<file path="src/rtl/mesh_term_pkg.sv">
// Shared packet layout and helpers for the mesh terminal bank.
// Field offsets are measured from the top of the payload, so one layout works for any packet width.
// Layout, MSB first: Nxt_jump, id_row, id_colum, mode, payload.
package mesh_term_pkg;

  localparam int NXT_W  = 8;
  localparam int ROW_W  = 4;
  localparam int COL_W  = 4;
  localparam int MODE_W = 1;
  localparam int HDR_W  = NXT_W + ROW_W + COL_W + MODE_W;

  // Field offsets above the payload.
  localparam int MODE_OFF = 0;
  localparam int COL_OFF  = MODE_OFF + MODE_W;
  localparam int ROW_OFF  = COL_OFF + COL_W;
  localparam int NXT_OFF  = ROW_OFF + ROW_W;

  // Helpers work on a wide container; callers zero-extend in and truncate out.
  localparam int PKT_MAX_W = 128;

  // Build a packet with Nxt_jump forced to zero; payload must fit in pl_w bits.
  function automatic logic [PKT_MAX_W-1:0] mk_pkt(
    input logic [ROW_W-1:0]     row,
    input logic [COL_W-1:0]     col,
    input logic                 mode,
    input logic [PKT_MAX_W-1:0] payload,
    input int                   pl_w
  );
    logic [PKT_MAX_W-1:0] hdr;
    hdr = '0;
    hdr[NXT_OFF +: NXT_W]   = '0;
    hdr[ROW_OFF +: ROW_W]   = row;
    hdr[COL_OFF +: COL_W]   = col;
    hdr[MODE_OFF +: MODE_W] = mode;
    return (hdr << pl_w) | payload;
  endfunction

  // True when the packet targets this terminal or is a broadcast.
  function automatic logic addr_match(
    input logic [PKT_MAX_W-1:0]   pkt,
    input logic [ROW_W-1:0]       own_row,
    input logic [COL_W-1:0]       own_col,
    input logic [ROW_W+COL_W-1:0] bdcst,
    input int                     pl_w
  );
    logic [ROW_W+COL_W-1:0] dst;
    dst = (ROW_W+COL_W)'(pkt >> (pl_w + COL_OFF));
    return (dst == bdcst) || (dst == {own_row, own_col});
  endfunction

endpackage

</file>
<file path="src/rtl/term_fifo.sv">
// Synchronous first-word-fall-through FIFO; head reads as zero while empty.
// Latency: a push at edge n is visible on dout after edge n.
// Backpressure: a push is taken when not full, or when full with a same-cycle pop; a pop on empty is ignored.
module term_fifo #(
  parameter int W     = 32,
  parameter int DEPTH = 4
) (
  input  logic                   clk,
  input  logic                   reset,
  input  logic                   push,
  input  logic [W-1:0]           din,
  input  logic                   pop,
  output logic [W-1:0]           dout,
  output logic                   full,
  output logic                   empty,
  output logic [$clog2(DEPTH):0] count
);

  localparam int AW = $clog2(DEPTH);

  logic [W-1:0]  r_mem [DEPTH];
  logic [AW-1:0] r_wr_ptr;
  logic [AW-1:0] r_rd_ptr;
  logic [AW:0]   r_cnt;
  logic          w_full;
  logic          w_empty;
  logic          w_wr;
  logic          w_rd;

  assign w_full  = (r_cnt == (AW+1)'(DEPTH));
  assign w_empty = (r_cnt == '0);
  assign w_rd    = pop & ~w_empty;
  assign w_wr    = push & (~w_full | w_rd);

  assign full  = w_full;
  assign empty = w_empty;
  assign count = r_cnt;
  assign dout  = w_empty ? '0 : r_mem[r_rd_ptr];

  // Storage array: written only on an accepted push, contents need no reset.
  always_ff @(posedge clk) begin
    if (w_wr) r_mem[r_wr_ptr] <= din;
  end

  // Pointers wrap naturally (power-of-two depth); count tracks occupancy.
  always_ff @(posedge clk) begin
    if (reset) begin
      r_wr_ptr <= '0;
      r_rd_ptr <= '0;
      r_cnt    <= '0;
    end else begin
      if (w_wr) r_wr_ptr <= r_wr_ptr + 1'b1;
      if (w_rd) r_rd_ptr <= r_rd_ptr + 1'b1;
      case ({w_wr, w_rd})
        2'b10:   r_cnt <= r_cnt + 1'b1;
        2'b01:   r_cnt <= r_cnt - 1'b1;
        default: r_cnt <= r_cnt;
      endcase
    end
  end

endmodule

</file>
<file path="src/rtl/mesh_term_bank.sv">
// Per-terminal TX packet build + FIFO and RX address filter + FIFO for every mesh edge terminal.
// Latency: TX push and RX accept each become visible at the FIFO head one edge later.
// Backpressure: TX pushes on a full FIFO are dropped; RX pop to the mesh is withheld while the RX FIFO is full.
module mesh_term_bank
  import mesh_term_pkg::*;
#(
  parameter int          ROWS       = 2,
  parameter int          COLUMS     = 2,
  parameter int          pckg_sz    = 32,
  parameter int          fifo_depth = 4,
  parameter logic [7:0]  bdcst      = 8'hFF,
  localparam int         NTRMS      = 2*ROWS + 2*COLUMS,
  localparam int         PL_W       = pckg_sz - HDR_W
) (
  input  logic                     clk,
  input  logic                     reset,
  input  logic [NTRMS-1:0]         tx_push,
  input  logic [NTRMS*4-1:0]       tx_row,
  input  logic [NTRMS*4-1:0]       tx_col,
  input  logic [NTRMS-1:0]         tx_mode,
  input  logic [NTRMS*PL_W-1:0]    tx_payload,
  output logic [NTRMS-1:0]         tx_full,
  input  logic [NTRMS*4-1:0]       own_row,
  input  logic [NTRMS*4-1:0]       own_col,
  output logic [NTRMS*pckg_sz-1:0] data_out_i_in,
  output logic [NTRMS-1:0]         pndng_i_in,
  input  logic [NTRMS-1:0]         popin,
  input  logic [NTRMS*pckg_sz-1:0] data_out,
  input  logic [NTRMS-1:0]         pndng,
  output logic [NTRMS-1:0]         pop,
  input  logic [NTRMS-1:0]         rx_pop,
  output logic [NTRMS*pckg_sz-1:0] rx_data,
  output logic [NTRMS-1:0]         rx_valid,
  output logic [NTRMS*8-1:0]       err_cnt
);

  for (genvar k = 0; k < NTRMS; k++) begin : g_ch
    logic [PKT_MAX_W-1:0]          w_pl_ext;
    logic [PKT_MAX_W-1:0]          w_rx_ext;
    logic [pckg_sz-1:0]            w_tx_din;
    logic                          w_tx_empty;
    logic                          w_rx_full;
    logic                          w_rx_empty;
    logic                          w_match;
    logic [$clog2(fifo_depth):0]   w_tx_cnt;
    logic [$clog2(fifo_depth):0]   w_rx_cnt;
    logic                          w_cnt_unused;
    logic [7:0]                    r_err;

    // TX: assemble the outgoing packet from the transaction fields.
    assign w_pl_ext = PKT_MAX_W'(tx_payload[k*PL_W +: PL_W]);
    assign w_tx_din = pckg_sz'(mk_pkt(tx_row[k*4 +: 4], tx_col[k*4 +: 4],
                                      tx_mode[k], w_pl_ext, PL_W));

    term_fifo #(.W(pckg_sz), .DEPTH(fifo_depth)) u_tx_fifo (
      .clk   (clk),
      .reset (reset),
      .push  (tx_push[k]),
      .din   (w_tx_din),
      .pop   (popin[k]),
      .dout  (data_out_i_in[k*pckg_sz +: pckg_sz]),
      .full  (tx_full[k]),
      .empty (w_tx_empty),
      .count (w_tx_cnt)
    );

    assign pndng_i_in[k] = ~w_tx_empty;

    // RX: take from the mesh whenever there is room; keep only packets addressed here.
    assign pop[k]   = pndng[k] & ~w_rx_full & ~reset;
    assign w_rx_ext = PKT_MAX_W'(data_out[k*pckg_sz +: pckg_sz]);
    assign w_match  = addr_match(w_rx_ext, own_row[k*4 +: 4], own_col[k*4 +: 4], bdcst, PL_W);

    term_fifo #(.W(pckg_sz), .DEPTH(fifo_depth)) u_rx_fifo (
      .clk   (clk),
      .reset (reset),
      .push  (pop[k] & w_match),
      .din   (data_out[k*pckg_sz +: pckg_sz]),
      .pop   (rx_pop[k]),
      .dout  (rx_data[k*pckg_sz +: pckg_sz]),
      .full  (w_rx_full),
      .empty (w_rx_empty),
      .count (w_rx_cnt)
    );

    assign rx_valid[k] = ~w_rx_empty;

    // Occupancy counts are not needed here; full/empty carry the same information.
    assign w_cnt_unused = ^{w_tx_cnt, w_rx_cnt};

    // Count accepted packets that fail the address check, holding at 8'hFF.
    always_ff @(posedge clk) begin
      if (reset) begin
        r_err <= '0;
      end else if (pop[k] && !w_match && (r_err != 8'hFF)) begin
        r_err <= r_err + 8'd1;
      end
    end

    assign err_cnt[k*8 +: 8] = r_err;
  end

endmodule

</file>
<file path="config.mk">
export PLATFORM = sky130hd
export DESIGN_NAME = mesh_term_bank
export DESIGN_NICKNAME = d
export VERILOG_FILES = /design/src/rtl/mesh_term_pkg.sv /design/src/rtl/term_fifo.sv /design/src/rtl/mesh_term_bank.sv
export SDC_FILE = /design/constraint.sdc
export NUM_CORES = 2
export LEC_CHECK = 0
export ABC_AREA = 1
export CORE_MARGIN = 8
export CORE_UTILIZATION = 34
export DETAILED_ROUTE_END_ITERATION = 10
export GPL_ROUTABILITY_DRIVEN = 1
export PLACE_DENSITY = 0.49
export REMOVE_ABC_BUFFERS = 1
export SKIP_LAST_GASP = 1
export SLEW_MARGIN = 20
export SYNTH_ARGS = -nofsm -noshare
export SYNTH_HDL_FRONTEND = slang
export SYNTH_HIERARCHICAL = 1
export SYNTH_SLANG_ARGS = --single-unit
</file>
<file path="constraint.sdc">
create_clock -name clk -period 8.12 [get_ports clk]
set_input_delay 1.218 -clock clk [delete_from_list [all_inputs] [get_ports clk]]
set_output_delay 1.218 -clock clk [all_outputs]
set_load 0.005 [all_outputs]
</file>
==> metrics.md <==
| Metric | Value |
|---|---|
| Global-route wire length before repair | `412,200 µm` |
| Max Freq | `between 0.15 and 0.2 GHz` |
| Via count | `between 60,000 and 70,000` |
| Synth area leaders | `edfxtp_1 66%, nor2_1 9.6%, dfxtp_1 4.5%` |
| Combinational power share | `0.175` |
| Unrepaired setup endpoints after global routing | `no` |
| Worst Hold Launch | `g_ch[3].u_tx_fifo/r_rd_ptr[1]` |
| Worst-path cell chain | `clkinv_1 > buf_4 > nor2_1 > o21ai_1 > a21oi_1 > clkdlybuf4s50_1` |
| Worst VDD drop | `202.1 µV` |
| Final HPWL DP | `191,200 µm` |
| Worst-path clk slew | `~60 ps` |
| Fin area | `116,700 µm²` |
| Sink Count | `2,256` |
| PnR worst setup slack | `2764 ps` |
| Sequential fraction of design power | `0.450` |
| Worst Path Max Fanout | `33` |
| Synth Flop Type | `edfxtp_1` |
| Post-CTS Setup Bufs | `0` |
| I/O pin cnt | `1,154` |
| Largest net degree at the start of global routing | `66` |
| Leakage | `between 40 and 50 nW` |
| Sw Ratio | `0.2664` |
| Synthesis-to-layout area growth | `25.89%` |
| Layout Nets | `10,110` |
| Reg2reg end | `g_ch[6].u_rx_fifo/r_mem[3][20]` |
| Dpl ws | `2794 ps` |
| Flop-to-flop setup slack | `4630 ps` |
| Number of core rows | `191` |
| TritonRoute pass-1 iters | `5` |
| Slew margin rel. | `0.2672` |
| Worst-case reg-to-reg path depth | `8` |
| Clock buffer depth | `4` |
| Routed Antenna Nets | `0` |
| Latest clock arrival within the worst-skew pair | `around 900 ps` |
| Power per cell area | `250.7 nW/µm²` |
| Initial drt markers | `3,879` |
| Filler cells | `25,110` |
| TritonCTS buffer count | `approximately 250` |
| Internal power | `0.02146 W` |
| Placer Congestion | `0.8376` |
| Final Hold Vio Count | `0` |
| Gate Count Post-Synth | `8,077` |
| Number of global-route vias before repair | `between 60,000 and 70,000` |
| WL/cell | `21.67 µm` |
| Crit path time final | `~5400 ps` |
| Maximum Capacitance Violations | `0` |
| Die width | `538.1 µm` |
| TNS Setup | `0 ps` |
| Register bit total from synthesis | `2,256` |
| Crit-path slowest cell | `dfxtp_2` |
| Final worst path period share | `0.6596` |
| Synth unique cells | `34` |
| Number of synthesized flops with an enable pin | `2,048` |
| Clk_skew | `33.57 ps` |
| Netlist Area Pre-Place | `92,680 µm²` |
| Starting density of the core | `0.3420` |
| WP buf/inv | `3` |
| Area of placed instances | `108,500 µm²` |
| Post-synth top area cell | `edfxtp_1` |
| Die area | `~290,000 µm²` |
| Hold Path Class | `flop to flop` |
| Reg2reg start | `g_ch[6].u_rx_fifo/count[1]` |
| CP Data Arrival Time | `4140 ps` |
| Critical path type | `flop to output pin` |
| Switching power | `about 0.0078 W` |
| Worst-Margin Slew | `1098 ps` |
| Synthesized area per cell | `between 10 and 15 µm²` |
| Drt total wl | `288,100 µm` |
| Most common cell in the netlist | `nor2_1` |
| Sequential fraction of the synthesis area | `0.7085` |
| Status | `completed` |
| H-tree levels | `4` |
| Initial antenna violation count | `130` |
| Hold Buf Count CTS | `0` |
| Yosys warns | `6` |
| IO buf count | `~1,200` |
| Vias per cell | `approximately 4.7` |
| CTS tree | `built` |
| Kind of cell adding the most delay to the critical path | `buffers and inverters` |
| Post-CTS sizing | `0` |
| Core area | `271,000 µm²` |
| Root buffer cell | `clkbuf_16` |
| Worst hold path depth | `2` |
| Die H | `538.1 µm` |
| Async set or reset register ratio after synthesis | `0` |
| DRC | `0` |
| CP endpoint kind | `output pin` |
| Synth top area share | `0.6636` |
| Clk network pwr share | `0.375` |
| Post-synth top cells | `2,370 x nor2_1, 2,048 x edfxtp_1, 618 x a21oi_1` |
| Final setup violation count | `0` |
| Startpoint Class | `flop` |
| Slew Limit Fails | `0` |
| Share of cells above drive strength 1 | `0.06639` |
| CP peak stage delay | `820 ps` |
| Total track usage | `0.1894` |
| GR Overflow Total | `0` |
| CP required | `just under 7000 ps` |
-- power groups by stage --
stage	Combinational (W)	Sequential, W	Clock (W)
CTS	0.00524	0.0132	0.0113
global placement	0.00518	0.0134	0
detailed placement	0.00520	0.0134	0
global route	0.00561	0.0132	0.0117
floorplan	0.00188	0.0136	0
finish	0.00512	0.0132	0.0110
-- worst register-to-register path, cell delays in order (launching register included) --
cell and delay (ps):
dfxtp_1 350, nor2_1 70, nand2_1 180, inv_1 110
nor3b_4 390, a21boi_0 550, o21ai_4 200, nor2_2 870
buf_4 440
-- worst max path at each step --
| stage | from | to | slack [ps] | cells past startpoint |
|---|---|---|---|---|
| global route | flop | rx_data[139] | 2400 | 6 |
| CTS | flop | rx_data[129] | 2470 | 6 |
| global placement | data_out[52] | g_ch[1].u_rx_fifo/r_mem[0][23] | 2840 | 9 |
| floorplan | data_out[21] | g_ch[0].u_rx_fifo/r_mem[0][0] | 3850 | 7 |
| finish | flop | rx_data[129] | 2760 | 6 |
| detailed placement | data_out[54] | g_ch[1].u_rx_fifo/r_mem[0][23] | 2790 | 8 |
-- layout by cell type, fill, tap and decap left out, types with 110 or more instances in the layout --
cell / netlist / layout
clkbuf_16: 0 / 247
nor2_1: 2370 / 2306
buf_4: 4 / 110
nand2_1: 454 / 454
conb_1: 1 / 256
inv_1: 512 / 504
dfxtp_1: 208 / 186
clkdlybuf4s50_1: 0 / 1152
o21ai_1: 606 / 606
edfxtp_1: 2048 / 2048
o21ai_0: 506 / 506
a21oi_1: 618 / 618
-- cells by family (layout without fill, tap and decap cells) --
kind of cell / after synthesis / count (layout) / share of synthesized area
compound gates: 1777 / 1777 / 0.09855
flops: 2256 / 2256 / 0.7085
buf+inv: 906 / 2259 / 0.04784
fa+ha+maj: 90 / 90 / 0.01345
other cells: 1 / 297 / 0.00004046
simple gates: 3017 / 3017 / 0.1288
xor+xnor: 30 / 30 / 0.002835
-- flip-flops by register name, summed over array words and instances (netlist names), named ones only --
| name | count |
|---|---|
| g_ch.u_rx_fifo/r_wr_ptr | 16 |
| g_ch.u_tx_fifo/r_mem | 1024 |
| g_ch.u_tx_fifo/r_wr_ptr | 16 |
| g_ch.u_rx_fifo/r_mem | 1024 |
| g_ch.u_rx_fifo/r_rd_ptr | 16 |
| g_ch.u_rx_fifo/count | 24 |
| g_ch.u_tx_fifo/count | 24 |
| g_ch.u_tx_fifo/r_rd_ptr | 16 |
| g_ch.r_err | 64 |
-- final cells by class --
type	count	area [µm²]	share of cell area
Clock inverter	136	1284	0.01100
Timing Repair Buffer	1277	12710	0.1089
Clock buffer	318	6608	0.05663
Sequential cell	2256	65690	0.5630
Tap cell	3570	4467	0.03828
Antenna cell	41	102.6	0.0008793
Inverter	528	1998	0.01713
Multi-Input combinational cell	5170	23820	0.2042
-- per-layer routing --
metal | vias up | share of wire | routed length (µm) | GRT usage
met5 | - | 0.0020 | 574 | 0
met1 | 30100 | 0.41 | 116700 | 0.2317
li1 | 30410 | - | - | -
met3 | 511 | 0.092 | 26490 | 0.06803
met4 | 90 | 0.032 | 9233 | 0.06191
met2 | 1655 | 0.47 | 135100 | 0.3122
-- stage by stage --
stage / instances / total power, W / utilization / hold WS, ps
after floorplan: 7954 / 0.01544 / - / 435.6
after global placement: 12790 / 0.01858 / 0.3997 / 437.6
after detailed placement: 12800 / 0.01861 / 0.4005 / 449.1
after CTS: 13250 / 0.02970 / 0.4296 / 459.9
after global routing: 13270 / 0.03052 / 0.4303 / 478.0
final: 13300 / 0.02925 / 0.4305 / 451.8
Power figures use the tool's default switching activity.
